`config.mk`:
```
export PLATFORM = sky130hd
export DESIGN_NAME = imem_arbiter_flat
export DESIGN_NICKNAME = d
export VERILOG_FILES = /design/src/rtl/imem_arbiter_pkg.sv /design/src/rtl/imem_arbiter_if.sv /design/src/rtl/imem_arbiter_pick.sv /design/src/rtl/imem_arbiter.sv /design/src/flat_wrapper.sv
export SDC_FILE = /design/constraint.sdc
export NUM_CORES = 1
export LEC_CHECK = 0
export CORE_AREA = 2 2 105 107
export CTS_CLUSTER_SIZE = 14
export DETAILED_ROUTE_END_ITERATION = 12
export DIE_AREA = 0 0 107 109
export DONT_BUFFER_PORTS = 1
export MAX_ROUTING_LAYER = met4
export PLACE_DENSITY = 0.64
export SKIP_LAST_GASP = 1
export SLEW_MARGIN = 20
export SYNTH_ARGS = -nofsm -noshare
export SYNTH_HDL_FRONTEND = slang
export SYNTH_HIERARCHICAL = 1
export SYNTH_SLANG_ARGS = --single-unit
```
`constraint.sdc`:
```
create_clock -name clk -period 2.4 [get_ports clk]
set_input_delay 0.48 -clock clk [delete_from_list [all_inputs] [get_ports clk]]
set_output_delay 0.48 -clock clk [all_outputs]
set_load 0.005 [all_outputs]
```
`src/rtl/imem_arbiter_pkg.sv`:
```
// Shared types for the instruction-memory arbiter: FSM state and access owner
// encodings, counter widths and the starvation test used by the winner select.
package imem_arbiter_pkg;

  typedef enum logic [1:0] {
    ST_IDLE  = 2'd0,
    ST_ISSUE = 2'd1,
    ST_WAIT  = 2'd2,
    ST_DONE  = 2'd3
  } state_e;

  typedef enum logic {
    OWN_FETCH = 1'b0,
    OWN_LD    = 1'b1
  } owner_e;

  // MEM_LAT tops out at 7, so lat_cnt never needs more than 3 bits;
  // STARVE_MAX tops out at 15, so starve_cnt fits in 4.
  localparam int unsigned LAT_W    = 3;
  localparam int unsigned STARVE_W = 4;

  function automatic logic starved(input logic [STARVE_W-1:0] cnt,
                                   input int unsigned         limit);
    return cnt == STARVE_W'(limit);
  endfunction

endpackage

```
`src/rtl/imem_arbiter_if.sv`:
```
// Bus bundle between the arbiter and its neighbours: fetch port, loader port
// and the single-port instruction memory. The arbiter uses the slave view.
interface imem_arbiter_if #(
  parameter int unsigned ADDR_W = 32,
  parameter int unsigned DATA_W = 32
);

  logic              fetch_req;
  logic [ADDR_W-1:0] fetch_addr;
  logic              fetch_flush;
  logic              fetch_gnt;
  logic              fetch_rvalid;
  logic [DATA_W-1:0] fetch_rdata;
  logic              stall_fetch;

  logic              ld_req;
  logic              ld_we;
  logic [ADDR_W-1:0] ld_addr;
  logic [DATA_W-1:0] ld_wdata;
  logic              ld_gnt;
  logic              ld_rvalid;
  logic [DATA_W-1:0] ld_rdata;

  logic              mem_en;
  logic              mem_we;
  logic [ADDR_W-1:0] mem_addr;
  logic [DATA_W-1:0] mem_wdata;
  logic [DATA_W-1:0] mem_rdata;

  modport slave (
    input  fetch_req, fetch_addr, fetch_flush,
    input  ld_req, ld_we, ld_addr, ld_wdata,
    input  mem_rdata,
    output fetch_gnt, fetch_rvalid, fetch_rdata, stall_fetch,
    output ld_gnt, ld_rvalid, ld_rdata,
    output mem_en, mem_we, mem_addr, mem_wdata
  );

  modport master (
    output fetch_req, fetch_addr, fetch_flush,
    output ld_req, ld_we, ld_addr, ld_wdata,
    output mem_rdata,
    input  fetch_gnt, fetch_rvalid, fetch_rdata, stall_fetch,
    input  ld_gnt, ld_rvalid, ld_rdata,
    input  mem_en, mem_we, mem_addr, mem_wdata
  );

endinterface

```
`src/rtl/imem_arbiter_pick.sv`:
```
// Combinational winner select: the loader normally has priority, but a fetch
// that has watched STARVE_MAX loader grants in a row is let through first.
module imem_arb_pick
  import imem_arbiter_pkg::*;
#(
  parameter int unsigned STARVE_MAX = 4
) (
  input  logic                fetch_req_i,
  input  logic                ld_req_i,
  input  logic [STARVE_W-1:0] starve_cnt_i,
  output logic                valid_o,
  output owner_e              owner_o
);

  always_comb begin
    valid_o = fetch_req_i | ld_req_i;
    owner_o = OWN_FETCH;
    if (fetch_req_i && starved(starve_cnt_i, STARVE_MAX)) begin
      owner_o = OWN_FETCH;
    end else if (ld_req_i) begin
      owner_o = OWN_LD;
    end else begin
      owner_o = OWN_FETCH;
    end
  end

endmodule

```
`src/rtl/imem_arbiter.sv`:
```
// Instruction-memory arbiter: shares a fixed-latency single-port imem between
// fetch reads and loader writes/readbacks, one access in flight at a time.
module imem_arbiter
  import imem_arbiter_pkg::*;
#(
  parameter int unsigned ADDR_W     = 32,
  parameter int unsigned DATA_W     = 32,
  parameter int unsigned MEM_LAT    = 1,
  parameter int unsigned STARVE_MAX = 4
) (
  input logic           clk,
  input logic           rst,
  imem_arbiter_if.slave bus
);

  state_e              state_q, state_d;
  owner_e              owner_q, owner_d;
  logic                we_q, we_d;
  logic [ADDR_W-1:0]   addr_q, addr_d;
  logic [DATA_W-1:0]   wdata_q, wdata_d;
  logic [LAT_W-1:0]    lat_cnt_q, lat_cnt_d;
  logic [STARVE_W-1:0] starve_cnt_q, starve_cnt_d;
  logic                drop_q, drop_d;
  logic [DATA_W-1:0]   fetch_rdata_q, fetch_rdata_d;
  logic [DATA_W-1:0]   ld_rdata_q, ld_rdata_d;

  logic   pick_valid;
  owner_e pick_owner;
  logic   grant;
  logic   lat_done;

  imem_arb_pick #(
    .STARVE_MAX (STARVE_MAX)
  ) u_pick (
    .fetch_req_i  (bus.fetch_req),
    .ld_req_i     (bus.ld_req),
    .starve_cnt_i (starve_cnt_q),
    .valid_o      (pick_valid),
    .owner_o      (pick_owner)
  );

  // Grants are held off while reset is asserted, even though the FSM sits in IDLE.
  assign grant    = (state_q == ST_IDLE) && rst && pick_valid;
  assign lat_done = (lat_cnt_q == '0);

  always_ff @(posedge clk) begin
    if (!rst) begin
      state_q <= ST_IDLE;
    end else begin
      state_q <= state_d;
    end
  end

  always_comb begin
    state_d = state_q;
    unique case (state_q)
      ST_IDLE:  if (grant) state_d = ST_ISSUE;
      ST_ISSUE: state_d = ST_WAIT;
      ST_WAIT:  if (lat_done) state_d = ST_DONE;
      ST_DONE:  state_d = ST_IDLE;
      default:  state_d = ST_IDLE;
    endcase
  end

  // A flush seen in the DONE cycle itself still suppresses that fetch response.
  always_comb begin
    bus.fetch_gnt    = grant && (pick_owner == OWN_FETCH);
    bus.ld_gnt       = grant && (pick_owner == OWN_LD);
    bus.stall_fetch  = bus.fetch_req && !bus.fetch_gnt;
    bus.mem_en       = (state_q == ST_ISSUE);
    bus.mem_we       = (state_q == ST_ISSUE) && we_q;
    bus.mem_addr     = addr_q;
    bus.mem_wdata    = wdata_q;
    bus.fetch_rvalid = (state_q == ST_DONE) && rst && (owner_q == OWN_FETCH)
                       && !drop_q && !bus.fetch_flush;
    bus.ld_rvalid    = (state_q == ST_DONE) && rst && (owner_q == OWN_LD);
    bus.fetch_rdata  = fetch_rdata_q;
    bus.ld_rdata     = ld_rdata_q;
  end

  always_comb begin
    owner_d       = owner_q;
    we_d          = we_q;
    addr_d        = addr_q;
    wdata_d       = wdata_q;
    lat_cnt_d     = lat_cnt_q;
    starve_cnt_d  = starve_cnt_q;
    drop_d        = drop_q;
    fetch_rdata_d = fetch_rdata_q;
    ld_rdata_d    = ld_rdata_q;

    if (grant) begin
      owner_d = pick_owner;
      if (pick_owner == OWN_LD) begin
        we_d    = bus.ld_we;
        addr_d  = bus.ld_addr;
        wdata_d = bus.ld_wdata;
      end else begin
        we_d    = 1'b0;
        addr_d  = bus.fetch_addr;
        wdata_d = '0;
      end
    end

    if (!bus.fetch_req) begin
      starve_cnt_d = '0;
    end else if (grant && (pick_owner == OWN_FETCH)) begin
      starve_cnt_d = '0;
    end else if (grant && (pick_owner == OWN_LD) && !starved(starve_cnt_q, STARVE_MAX)) begin
      starve_cnt_d = starve_cnt_q + STARVE_W'(1);
    end

    if (state_q == ST_ISSUE) begin
      lat_cnt_d = LAT_W'(MEM_LAT - 1);
    end else if ((state_q == ST_WAIT) && !lat_done) begin
      lat_cnt_d = lat_cnt_q - LAT_W'(1);
    end

    // Writes still wait out the full latency and report zero as readback.
    if ((state_q == ST_WAIT) && lat_done) begin
      if (owner_q == OWN_FETCH) begin
        fetch_rdata_d = bus.mem_rdata;
      end else begin
        ld_rdata_d = we_q ? '0 : bus.mem_rdata;
      end
    end

    if ((state_q == ST_IDLE) || (state_q == ST_DONE)) begin
      drop_d = 1'b0;
    end else if (bus.fetch_flush && (owner_q == OWN_FETCH)) begin
      drop_d = 1'b1;
    end
  end

  always_ff @(posedge clk) begin
    if (!rst) begin
      owner_q       <= OWN_FETCH;
      we_q          <= 1'b0;
      addr_q        <= '0;
      wdata_q       <= '0;
      lat_cnt_q     <= '0;
      starve_cnt_q  <= '0;
      drop_q        <= 1'b0;
      fetch_rdata_q <= '0;
      ld_rdata_q    <= '0;
    end else begin
      owner_q       <= owner_d;
      we_q          <= we_d;
      addr_q        <= addr_d;
      wdata_q       <= wdata_d;
      lat_cnt_q     <= lat_cnt_d;
      starve_cnt_q  <= starve_cnt_d;
      drop_q        <= drop_d;
      fetch_rdata_q <= fetch_rdata_d;
      ld_rdata_q    <= ld_rdata_d;
    end
  end

endmodule

```
`src/flat_wrapper.sv`:
```
// flat-port wrapper written by rule: the top's interface ports become plain ports
module imem_arbiter_flat import imem_arbiter_pkg::*;
#(
  parameter int unsigned ADDR_W     = 32,
  parameter int unsigned DATA_W     = 32,
  parameter int unsigned MEM_LAT    = 1,
  parameter int unsigned STARVE_MAX = 4
)
  (clk, rst, bus_fetch_req, bus_fetch_addr, bus_fetch_flush, bus_ld_req, bus_ld_we, bus_ld_addr, bus_ld_wdata, bus_mem_rdata, bus_fetch_gnt, bus_fetch_rvalid, bus_fetch_rdata, bus_stall_fetch, bus_ld_gnt, bus_ld_rvalid, bus_ld_rdata, bus_mem_en, bus_mem_we, bus_mem_addr, bus_mem_wdata);
  imem_arbiter_if #(.ADDR_W(ADDR_W), .DATA_W(DATA_W)) bus_i ();
  input logic clk;
  input logic rst;
  input wire logic [$bits(bus_i.fetch_req)-1:0] bus_fetch_req;
  input wire logic [$bits(bus_i.fetch_addr)-1:0] bus_fetch_addr;
  input wire logic [$bits(bus_i.fetch_flush)-1:0] bus_fetch_flush;
  input wire logic [$bits(bus_i.ld_req)-1:0] bus_ld_req;
  input wire logic [$bits(bus_i.ld_we)-1:0] bus_ld_we;
  input wire logic [$bits(bus_i.ld_addr)-1:0] bus_ld_addr;
  input wire logic [$bits(bus_i.ld_wdata)-1:0] bus_ld_wdata;
  input wire logic [$bits(bus_i.mem_rdata)-1:0] bus_mem_rdata;
  output wire logic [$bits(bus_i.fetch_gnt)-1:0] bus_fetch_gnt;
  output wire logic [$bits(bus_i.fetch_rvalid)-1:0] bus_fetch_rvalid;
  output wire logic [$bits(bus_i.fetch_rdata)-1:0] bus_fetch_rdata;
  output wire logic [$bits(bus_i.stall_fetch)-1:0] bus_stall_fetch;
  output wire logic [$bits(bus_i.ld_gnt)-1:0] bus_ld_gnt;
  output wire logic [$bits(bus_i.ld_rvalid)-1:0] bus_ld_rvalid;
  output wire logic [$bits(bus_i.ld_rdata)-1:0] bus_ld_rdata;
  output wire logic [$bits(bus_i.mem_en)-1:0] bus_mem_en;
  output wire logic [$bits(bus_i.mem_we)-1:0] bus_mem_we;
  output wire logic [$bits(bus_i.mem_addr)-1:0] bus_mem_addr;
  output wire logic [$bits(bus_i.mem_wdata)-1:0] bus_mem_wdata;
  assign bus_i.fetch_req = bus_fetch_req;
  assign bus_i.fetch_addr = bus_fetch_addr;
  assign bus_i.fetch_flush = bus_fetch_flush;
  assign bus_i.ld_req = bus_ld_req;
  assign bus_i.ld_we = bus_ld_we;
  assign bus_i.ld_addr = bus_ld_addr;
  assign bus_i.ld_wdata = bus_ld_wdata;
  assign bus_i.mem_rdata = bus_mem_rdata;
  assign bus_fetch_gnt = bus_i.fetch_gnt;
  assign bus_fetch_rvalid = bus_i.fetch_rvalid;
  assign bus_fetch_rdata = bus_i.fetch_rdata;
  assign bus_stall_fetch = bus_i.stall_fetch;
  assign bus_ld_gnt = bus_i.ld_gnt;
  assign bus_ld_rvalid = bus_i.ld_rvalid;
  assign bus_ld_rdata = bus_i.ld_rdata;
  assign bus_mem_en = bus_i.mem_en;
  assign bus_mem_we = bus_i.mem_we;
  assign bus_mem_addr = bus_i.mem_addr;
  assign bus_mem_wdata = bus_i.mem_wdata;
  imem_arbiter #(.ADDR_W(ADDR_W), .DATA_W(DATA_W), .MEM_LAT(MEM_LAT), .STARVE_MAX(STARVE_MAX)) u_core (.clk(clk), .rst(rst), .bus(bus_i));
endmodule
```
# Yosys cells after proc, flatten, opt, wreduce, memory -nomap -nowiden
# Cells that the tools add are included.
# op_classes
addsub	2
eq_ne	6
mux	9
bitwise	5
reduce_logical	30
# ops
op	count
$mux 32	3
$logic_and 1x1->1	16
$pmux 2 s4	1
$reduce_and 2->1	3
$logic_not 1->1	5
$add 4x1->4 const B	1
$eq 2x2->1 const B	2
$eq 4x3->1 const B	1
$mux 2	2
$ne 2x1->1 const B	2
$not 1->1	4
$reduce_or 2->1	2
$logic_not 3->1	1
$mux 1	3
$reduce_or 3->1	1
$sub 3x1->3 const B	1
$eq 2x1->1 const B	1
$logic_not 2->1	1
$logic_or 1x1->1	1
$or 1x1->1	1
# totals
register_bits	140
input_bits	134
output_inout_bits	135
elab_cells	62

# Longest topological paths before layout
# Gate-level depths: netlist of run 1.
# depth
word_depth	7
depth_mapped	9
mapped_depth_nobuf	6

# Cells and area by module
# The synthesis of run 1 kept the hierarchy.
# modules_own_cells
mod	n_inst	cells_per_inst	area_per_inst_um2	seq_area_each_um2
imem_arbiter	1	571	5318.9	2802.7
imem_arb_pick	1	3	22.5	0.0

# Worst setup path before layout of run 1
# Ideal clock, no wire load.
# synth_timing
path_kind	input to output
start	in bus_fetch_req
end	out bus_ld_gnt
arrival_ns	1.395
required_time_ns	1.920
path_slack_ns	0.525
stages	6
path_buffers	3
path_cell_list	nand3b_1 o31a_1 buf_2 and4_1 buf_4 buf_2
# synth_between
elab_chain_len	3
elab_cells_between_ends	5
classes_between	mux: 1; bitwise: 1; reduce/logical: 3
# synth_lines
item	line_no	rtl
start, declared	flat_wrapper.sv:13	input wire logic [$bits(bus_i.fetch_req)-1:0] bus_fetch_req;
$logic_and 1x1->1	imem_arbiter_pick.sv:18	if (fetch_req_i && starved(starve_cnt_i, STARVE_MAX)) begin
$mux 1	imem_arbiter_pick.sv:18	
named net u_core.pick_owner	imem_arbiter.sv:28	owner_e pick_owner;
$logic_and 1x1->1	imem_arbiter.sv:68	bus.ld_gnt = grant && (pick_owner == OWN_LD);
end, declared	flat_wrapper.sv:25	output wire logic [$bits(bus_i.ld_gnt)-1:0] bus_ld_gnt;
# The timed path passes the listed nets, and every way through them passes these cells.

# Final worst setup path of run 1
# layout_timing
start	reg u_core.starve_cnt_q[3]
end	out bus_ld_gnt
# layout_between
elab_chain_len	4
# layout_lines
item	line_no	rtl
start, declared	imem_arbiter.sv:22	logic [STARVE_W-1:0] starve_cnt_q, starve_cnt_d;
start signal, assigned	imem_arbiter.sv:152	starve_cnt_q <= starve_cnt_d;
$eq 4x3->1	imem_arbiter_pkg.sv:24	return cnt == STARVE_W'(limit);
$logic_and 1x1->1	imem_arbiter_pick.sv:18	
$mux 1	imem_arbiter_pick.sv:18	
named net u_core.pick_owner	imem_arbiter.sv:28	
$logic_and 1x1->1	imem_arbiter.sv:68	
# The timed path passes the listed nets, and every way through them passes these cells.

==> summary.md, run 1 <==
| Metric | Value |
|---|---|
| Run status | complete, no violations |
| Nets | 700 |
| Row Count | 38 |
| Final TNS setup | 0 ns |
| Final wirelength | between 10,000 and 15,000 um |
| Clock sink total | 140 |
| FFs w/ async S/R, synth | 0% |
| Die height | around 110 um |
| Synth Net Count | 716 |
| Critical-path maximum fanout | 35 |
| Sequential cell area fraction in the yosys report | a little over half |
| PortBufs | 0 |
| Synth cell count leaders | dfxtp_1, nor2_1, nand2_1, a21oi_1, mux2i_1 |
| First-pass iteration count of the detailed router | 4 |
| Post-CTS Setup Inserts | 0 |
| Non-Filler Instances | 711 |
| Distinct cells, synth | 35 |
| RR Startpoint | u_core/state_q[0] |
| Cell count after synthesis | 574 |
| Final HPWL DP | 8590 um |
| Skew final | 0.00574 ns |
| Worst Setup SP | u_core/starve_cnt_q[3] |
| Die area | approximately 12,000 sq um |
| Tcrit/Tclk final | 94.8% |
| RSZ-0062 raised after global routing | false |
| Top Ports | 269 |
| Tot Pwr | 7.08 mW |
| H-tree depth | 4 |
| Routed vias/inst | 5.69 |
| Post-CTS resize count | 0 |
| Remaining DRCs | 0 |
| Total gr overflow | 0 |
| Arr. time, crit path | about 1.8 ns |
| Post-synth EDFFs | 0 |
| Placed cell areas | 5400 sq um |
| CTS tree | done |
| Clock buffer count from CTS | 17 |
| Vias after detailed routing | 4,043 |
| Max-cap viol count | 0 |
| Slew Limit Headroom | 61.2% |
| Clock slew at reported path FFs | approximately 0.06 ns |
| Total placed cells including tap cells | 679 |
| Synthesis Warnings | 6 |
| Hold Crit Depth | 1 |
| Clock Path Buffers | 2 |
| Root Buffer | clkbuf_8 |
| Critical path data required time | roughly 1.9 ns |
| Mean area per synthesized cell | 9.31 sq um |
| Worst setup endpoint | bus_ld_gnt |
| Fin Hold WS | 0.0796 ns |
| Reg2Reg Setup Slack | 0.57 ns |
| VDD IR max | ~0.00046 V |
| Drt wl/cell | between 15 and 20 um |
| Share of the synthesized area in the top cell type | 52.5% |
| R2r endpoint | u_core/bus.mem_addr[14] |
| Cell taking the most area after synthesis | dfxtp_1 |
| Tightest Pin Transition | 0.582 ns |
| Final setup vio count | 0 |
| Final hold vios | 0 |
| CP Launch Type | flop |
| #FFs+latches synth | 140 |
| Max frequency | between 400 and 500 MHz |
| Area grow syn2layout | 12.5% |
| Starting Density | 50.4% |
| CP Capture Type | primary output |
| Pin count of the biggest net entering global routing | 65 |
| PwrDens | approximately 1200 nW/um^2 |
| GRT Util Overall | 21.2% |
| First-pass GRT wire length | 18,700 um |
| Ys flop type | dfxtp_1 |
| Cts hold-fix bufs | 0 |
| Placer Congestion | 0.773 |
| Leak pwr | 2.27 nW |
| Number of antenna diodes | 0 |
| Vias in the first global route | approximately 3,800 |
| First-iteration detailed-routing DRC count | 254 |
| Fraction of layout cells with a size suffix above 1 | 9.11% |
| Core region area | 10,600 sq um |
| Design Area, Final | 6010 sq um |
| Reg2Reg Depth | 6 |
| Critical Setup Path Class | flop to primary output |
| Die width | 107 um |
| Synth top area cells | dfxtp_1, a21oi_1, mux2i_1 |
| Min Clock Period, post-route | approximately 2.3 ns |
| Routed Antenna Nets | 0 |
| Initial antenna violation count | 0 |
| Hold Crit Class | input port to flop |
| Pins Over Slew Limit | 0 |
| Mapped Area | 5340 sq um |
| Most frequent cell after synthesis | dfxtp_1 |
| Worst-Skew Late Latency | 0.53 ns |
stage by stage:
stage | worst slack (ns) | utilization [%]
after CTS | 0.0420 | 56.5
after global placement | 0.647 | 51.0
final | 0.125 | 56.7
after detailed placement | 0.609 | 51.0
after floorplan | 0.525 | -
after global routing | 0.0126 | 56.7
worst min path at each step:
stage | from | to | slack [ns]
finish | bus_ld_wdata[9] | u_core/bus.mem_wdata[9] | 0.08
floorplan | u_core/drop_q | u_core/drop_q | 0.44
global route | bus_ld_wdata[9] | u_core/bus.mem_wdata[9] | 0.05
detailed placement | u_core/drop_q | u_core/drop_q | 0.46
global placement | u_core/drop_q | u_core/drop_q | 0.45
CTS | bus_ld_wdata[8] | u_core/bus.mem_wdata[8] | 0.05
power breakdown:
group / leakage [nW] / internal [mW] / switching, mW
sequential: 1.14 / 2.77 / 0.361
combinational: 0.858 / 0.499 / 0.853
clock: 0.273 / 1.53 / 1.06
layout make-up:
cell class | instances | area, sq um
Clock inverter | 14 | 161
Timing Repair Buffer | 11 | 103
Inverter | 8 | 30.0
Clock buffer | 18 | 428
Tap cell | 140 | 175
Sequential cell | 140 | 2800
Fill cell | 914 | 4600
Multi-Input combinational cell | 380 | 2310
cells in the final DEF (no fill, tap or decap), types with 3 or more instances in the layout:
cell / Yosys / layout
a22o_1: 33 / 33
clkbuf_16: 0 / 16
nor3b_1: 32 / 32
a211oi_1: 32 / 32
inv_6: 0 / 3
a21oi_1: 69 / 69
nor2_1: 73 / 72
dfxtp_1: 140 / 140
ha_1: 8 / 8
clkinvlp_4: 0 / 5
clkinv_4: 0 / 3
nand2_1: 71 / 71
buf_4: 2 / 9
mux2i_1: 34 / 34
inv_1: 7 / 7
nand2b_1: 3 / 3
sequential cells by signal, summed over array words and instances, names as in the netlist:
signal                  cells
u_core/bus.fetch_rdata     32
u_core/lat_cnt_q            3
u_core/bus.ld_rdata        32
u_core/bus.mem_addr        32
u_core/we_q                 1
u_core/drop_q               1
u_core/owner_q              1
u_core/state_q              2
u_core/bus.mem_wdata       32
u_core/starve_cnt_q         4
per-layer routing:
metal  global-route usage (%)  wire [um]
met1                     23.2       5030
met5                        -          0
met2                     33.4       6040
met4                     10.9        279
met3                     8.55       1240
cells by family (layout without fill, tap and decap cells):
group | Yosys count | after routing | synth area share [%]
buffers and inverters | 54 | 51 | 4.54
multiplexers | 34 | 34 | 6.37
adder cells (fa/ha/maj) | 8 | 8 | 1.87
XOR/XNOR | 3 | 3 | 0.492
AO/OA/AOI/OAI | 141 | 141 | 17.4
flip-flops | 140 | 140 | 52.5
AND/OR/NAND/NOR | 194 | 194 | 16.8
critical path, cell delays in order, from the launching register on:
cell and delay (ns):
dfxtp_1 0.35, nand3b_1 0.18, o31a_2 0.32, and4_2 0.23, buf_8 0.19
Power figures use the tool's default switching activity.
==> inputs of run 2 (changes only) <==
SLEW_MARGIN = default   (was 20)
==> results of run 2 <==
The final DEF is identical to that of run 1; final timing and power are the same.
==> edit 1: new RTL, config.mk and constraints of run 2 <==
`DATA_W` is set to 32 in 3 places; all go to 16.
--- a/src/rtl/imem_arbiter_if.sv
+++ b/src/rtl/imem_arbiter_if.sv
@@ -2,7 +2,7 @@
 // and the single-port instruction memory. The arbiter uses the slave view.
 interface imem_arbiter_if #(
   parameter int unsigned ADDR_W = 32,
-  parameter int unsigned DATA_W = 32
+  parameter int unsigned DATA_W = 16
 );
 
   logic              fetch_req;
--- a/src/rtl/imem_arbiter.sv
+++ b/src/rtl/imem_arbiter.sv
@@ -4,7 +4,7 @@
   import imem_arbiter_pkg::*;
 #(
   parameter int unsigned ADDR_W     = 32,
-  parameter int unsigned DATA_W     = 32,
+  parameter int unsigned DATA_W     = 16,
   parameter int unsigned MEM_LAT    = 1,
   parameter int unsigned STARVE_MAX = 4
 ) (
--- a/src/flat_wrapper.sv
+++ b/src/flat_wrapper.sv
@@ -2,7 +2,7 @@
 module imem_arbiter_flat import imem_arbiter_pkg::*;
 #(
   parameter int unsigned ADDR_W     = 32,
-  parameter int unsigned DATA_W     = 32,
+  parameter int unsigned DATA_W     = 16,
   parameter int unsigned MEM_LAT    = 1,
   parameter int unsigned STARVE_MAX = 4
 )
Ports: changed (5 resized); port bits go from 269 to 189. The function was not compared with the original's and may differ.
==> edit 1 against run 2 <==
  * Wire length down 35%
  * Critical path type unchanged
  * Sequential cell count down 48
  * Synthesized area down 30%
  * Critical path depth unchanged
  * Total power down 40%
  * Worst hold slack better by 0.18 ns
  * Worst setup slack better by 0.18 ns
  * Final area down 33%
==> edit 1: results (changes against run 2) <==
status=finished, final reports clean; largest net degree at the start of global routing=66 (+1.5%); share of cells above drive strength 1=0.07712 (-0.01395); Cells on Worst Hold Path=1 (unchanged); Critical R2R Capture=u_core/bus.mem_addr[24]$_SDFFE_PN0P_; final wirelength=8150 um (-35%); Int Pwr=2.833 mW (-41%); Initial DRC Count=140 (-45%); Post-DP HPWL=5883 um (-32%); routability cong.=0.7222 (-6.6%); top area cells in the synthesized netlist=dfxtp_1, mux2i_1, a211oi_1; Placed Cells incl. Taps=514 (-24%); Synth Flop Type=dfxtp_1; combinational group power=1.02 mW (-24%); hold path start=bus_ld_wdata[7]; M1 WL=3198 um (-36%); crit path to=bus_stall_fetch; clock skew=0.01228 ns (+0.006540 ns); WL per Instance=15.41 um (-13%); Inserted Clock Buffers=9 (-8); Crit Path Max Fanout=4 (-89%); max_slew headroom=0.5313 (-0.08064); nets@finish=495 (-29%); pre-CTS WS=0.5816 ns (-0.02689 ns); n_diodes=0 (unchanged); Resized cells post-CTS=0 (unchanged); worst skew pair latency=0.35 ns (-0.18 ns); top cells by count, synth=dfxtp_1, nor2_1, nand2_1, a21oi_1, mux2i_1; Worst VDD drop=0.0004023 V (-12%); via-per-instance ratio=5.216 (-8.3%); sw frac=0.3371 (+0.01512); initial antenna violation count=0 (unchanged); Avg Cell Area, Syn=9.392 um2 (+0.93%); Clk network pwr share=0.261 (-0.105); clk root buf=clkbuf_8; DR WL met2=4047 um (-33%); register area share after synthesis=0.4915 (-0.03323); Reg2Reg Launch Point=u_core/state_q[0]$_SDFFE_PN0P_; Area after DPL=3805 um2 (-30%); clk buf depth=2 (unchanged); area share of the largest cell type after synthesis=0.4915 (-0.03323); crit-path max cell delay=0.42 ns (+0.07 ns); CP startpoint=u_core/starve_cnt_q[2]$_SDFFE_PP0P_; Leakage=1.524 nW (-33%); routed wl met3=839 um (-33%); H-tree depth=3 (-1); vias in the first global route=2693 (-29%); first-pass GRT wire length=12260 um (-34%); Final Cycle Share=0.8745 (-0.07322); flop-to-flop setup slack=0.56 ns; Hold Worst Slack=0.2570 ns (+0.1774 ns); clk slew on worst S/H paths=0.09 ns (+0.03 ns); hold crit path type=input pin to flop; All-Layer GR Usage=0.1368 (-0.07535); Hold Path End=u_core/bus.mem_wdata[7]$_SDFFE_PN0P_; Worst Path Arrival=1.62 ns (-0.17 ns)
==> edit 1: routing by layer <==
layer,vias up,global-route usage
li1,1357,-
met1,1279,0.1408
met2,119,0.2370
met3,4,0.05320
met4,0,0.05195
met5,-,-
==> edit 1: cell type report <==
type / count / area, um2
fillers: 1072 / 6586
flip-flops and latches: 92 / 1842
multi-input cells: 268 / 1713
well taps: 140 / 175.2
clock buffers: 9 / 123.9
clock inverters: 6 / 87.58
repair buffers: 6 / 45.04
inverters: 8 / 30.03
==> edit 1: cells by family after synthesis <==
family / after synthesis / share of synthesized area
and+or+nand+nor: 132 / 0.1673
DFF: 92 / 0.4915
AOI/OAI and AO/OA: 91 / 0.1649
buffers and inverters: 39 / 0.05208
muxes: 33 / 0.08815
adders and majority gates: 8 / 0.02671
xor gates and xnor gates: 4 / 0.009351
==> edit 1: critical path: cells and delay by family (launching register included) <==
kind	cells	cell delay, ns
AND/OR/NAND/NOR	3	0.53
flip-flops	1	0.42
AO/OA/AOI/OAI	1	0.32
==> edit 2: new RTL, flow settings as in run 2 <==
Without the edit above. Encoding of `state_e`: now Gray code (2 bits for 4 states).
--- a/src/rtl/imem_arbiter_pkg.sv
+++ b/src/rtl/imem_arbiter_pkg.sv
@@ -3,10 +3,10 @@
 package imem_arbiter_pkg;
 
   typedef enum logic [1:0] {
-    ST_IDLE  = 2'd0,
-    ST_ISSUE = 2'd1,
-    ST_WAIT  = 2'd2,
-    ST_DONE  = 2'd3
+    ST_IDLE  = 2'b00,
+    ST_ISSUE = 2'b01,
+    ST_WAIT  = 2'b11,
+    ST_DONE  = 2'b10
   } state_e;
 
   typedef enum logic {
Formal check against the unedited RTL: same outputs for any inputs over 4 cycles, from zero or initial values and one cycle with rst low; so few cycles prove little.
==> edit 2 against run 2 <==
  * Worst setup slack better by 0.039 ns
  * Final area grew 6.3%
  * Sequential cell count stayed put
  * Register-to-register slack got worse by 0.13 ns
  * Sequential share of layout area fell by 2.8 points
  * Wire length increased by 14%
  * Utilization is 3.6 points higher
  * Non-clock buffer count rose by 8
  * Fmax increased by 1.7%
  * Synthesized area increased by 7.8%
  * Via count rose by 18%
  * Highest routed layer unchanged
Power is not compared: it rests on default switching activity, and its combinational part moved more than twofold at a synthesized area within 25%.
==> edit 2: results (changes against run 2) <==
vias in the first global route=4506 (+19%); routed wl met3=1466 um (+18%); mux cell area share after synthesis=0.05913 (-0.004585); flop-to-flop setup slack=0.44 ns (-0.13 ns); first-pass GRT wire length=22560 um (+21%); xor/xnor share of the synthesized area=0 (-0.004919); met2 Track Usage GR=0.4099 (+0.07552); worst setup margin=0.1639 ns (+0.03859 ns); worst skew pair latency=0.51 ns (-0.02 ns); M3 GR Usage=0.1094 (+0.02391); Hold Worst Slack=0.09556 ns (+0.01593 ns); max_slew headroom=0.5630 (-0.04896); Syn Nets=801 (+12%); routability cong.=0.7415 (-4.1%); DR WL met2=7267 um (+20%); pre-CTS WS=0.5009 ns (-0.1076 ns); Reg2Reg Launch Point=u_core/lat_cnt_q[0]$_SDFFE_PP0P_; Hold Path End=u_core/lat_cnt_q[1]$_SDFFE_PP0P_; status=finished, final reports clean; hold path start=rst; Critical R2R Capture=u_core/bus.ld_rdata[9]$_SDFFE_PN0P_; clock skew=0.006088 ns (+0.0003505 ns); Worst Path Arrival=1.76 ns (-0.03 ns); final wirelength=14310 um (+14%); Netlist cell types=37 (+5.7%); drt first pass iters=5 (+1); top area cells in the synthesized netlist=dfxtp_1, a21oi_1, mux2i_1
edit 2: changes by cell type after synthesis, sizes merged, moves of 6 or more:
| cell | change |
|---|---|
| a22o | -33 |
| a21oi | +31 |
| nor2 | -33 |
| o21ai | +65 |
| buf | -8 |
| nand4b | +32 |
| nand4 | +6 |
| nand2 | -36 |
| nand3 | +67 |
| nor3b | -32 |
| clkbuf | +32 |
edit 2: cell families (layout without fill, tap and decap cells):
family          count (synthesis)  after routing
compound gates                208            208
simple gates                  199            199
flops                         140            140
buf+inv                        78             57
mux                            34             34
fa+ha+maj                       4              4
edit 2: power breakdown:
part	internal (mW)	total, mW	switching, mW	leakage, nW
clock	1.62	2.52	0.903	0.280
sequential	2.41	2.49	0.0744	1.14
combinational	0.134	0.373	0.239	0.737
edit 2: cell type report:
class | count | area (um2)
multi-input combinational | 445 | 2625
tap | 140 | 175.2
clock inverter | 8 | 117.6
clock buffer | 22 | 452.9
fill | 949 | 4215
sequential | 140 | 2804
inverter | 8 | 32.53
timing repair buffer | 19 | 180.2
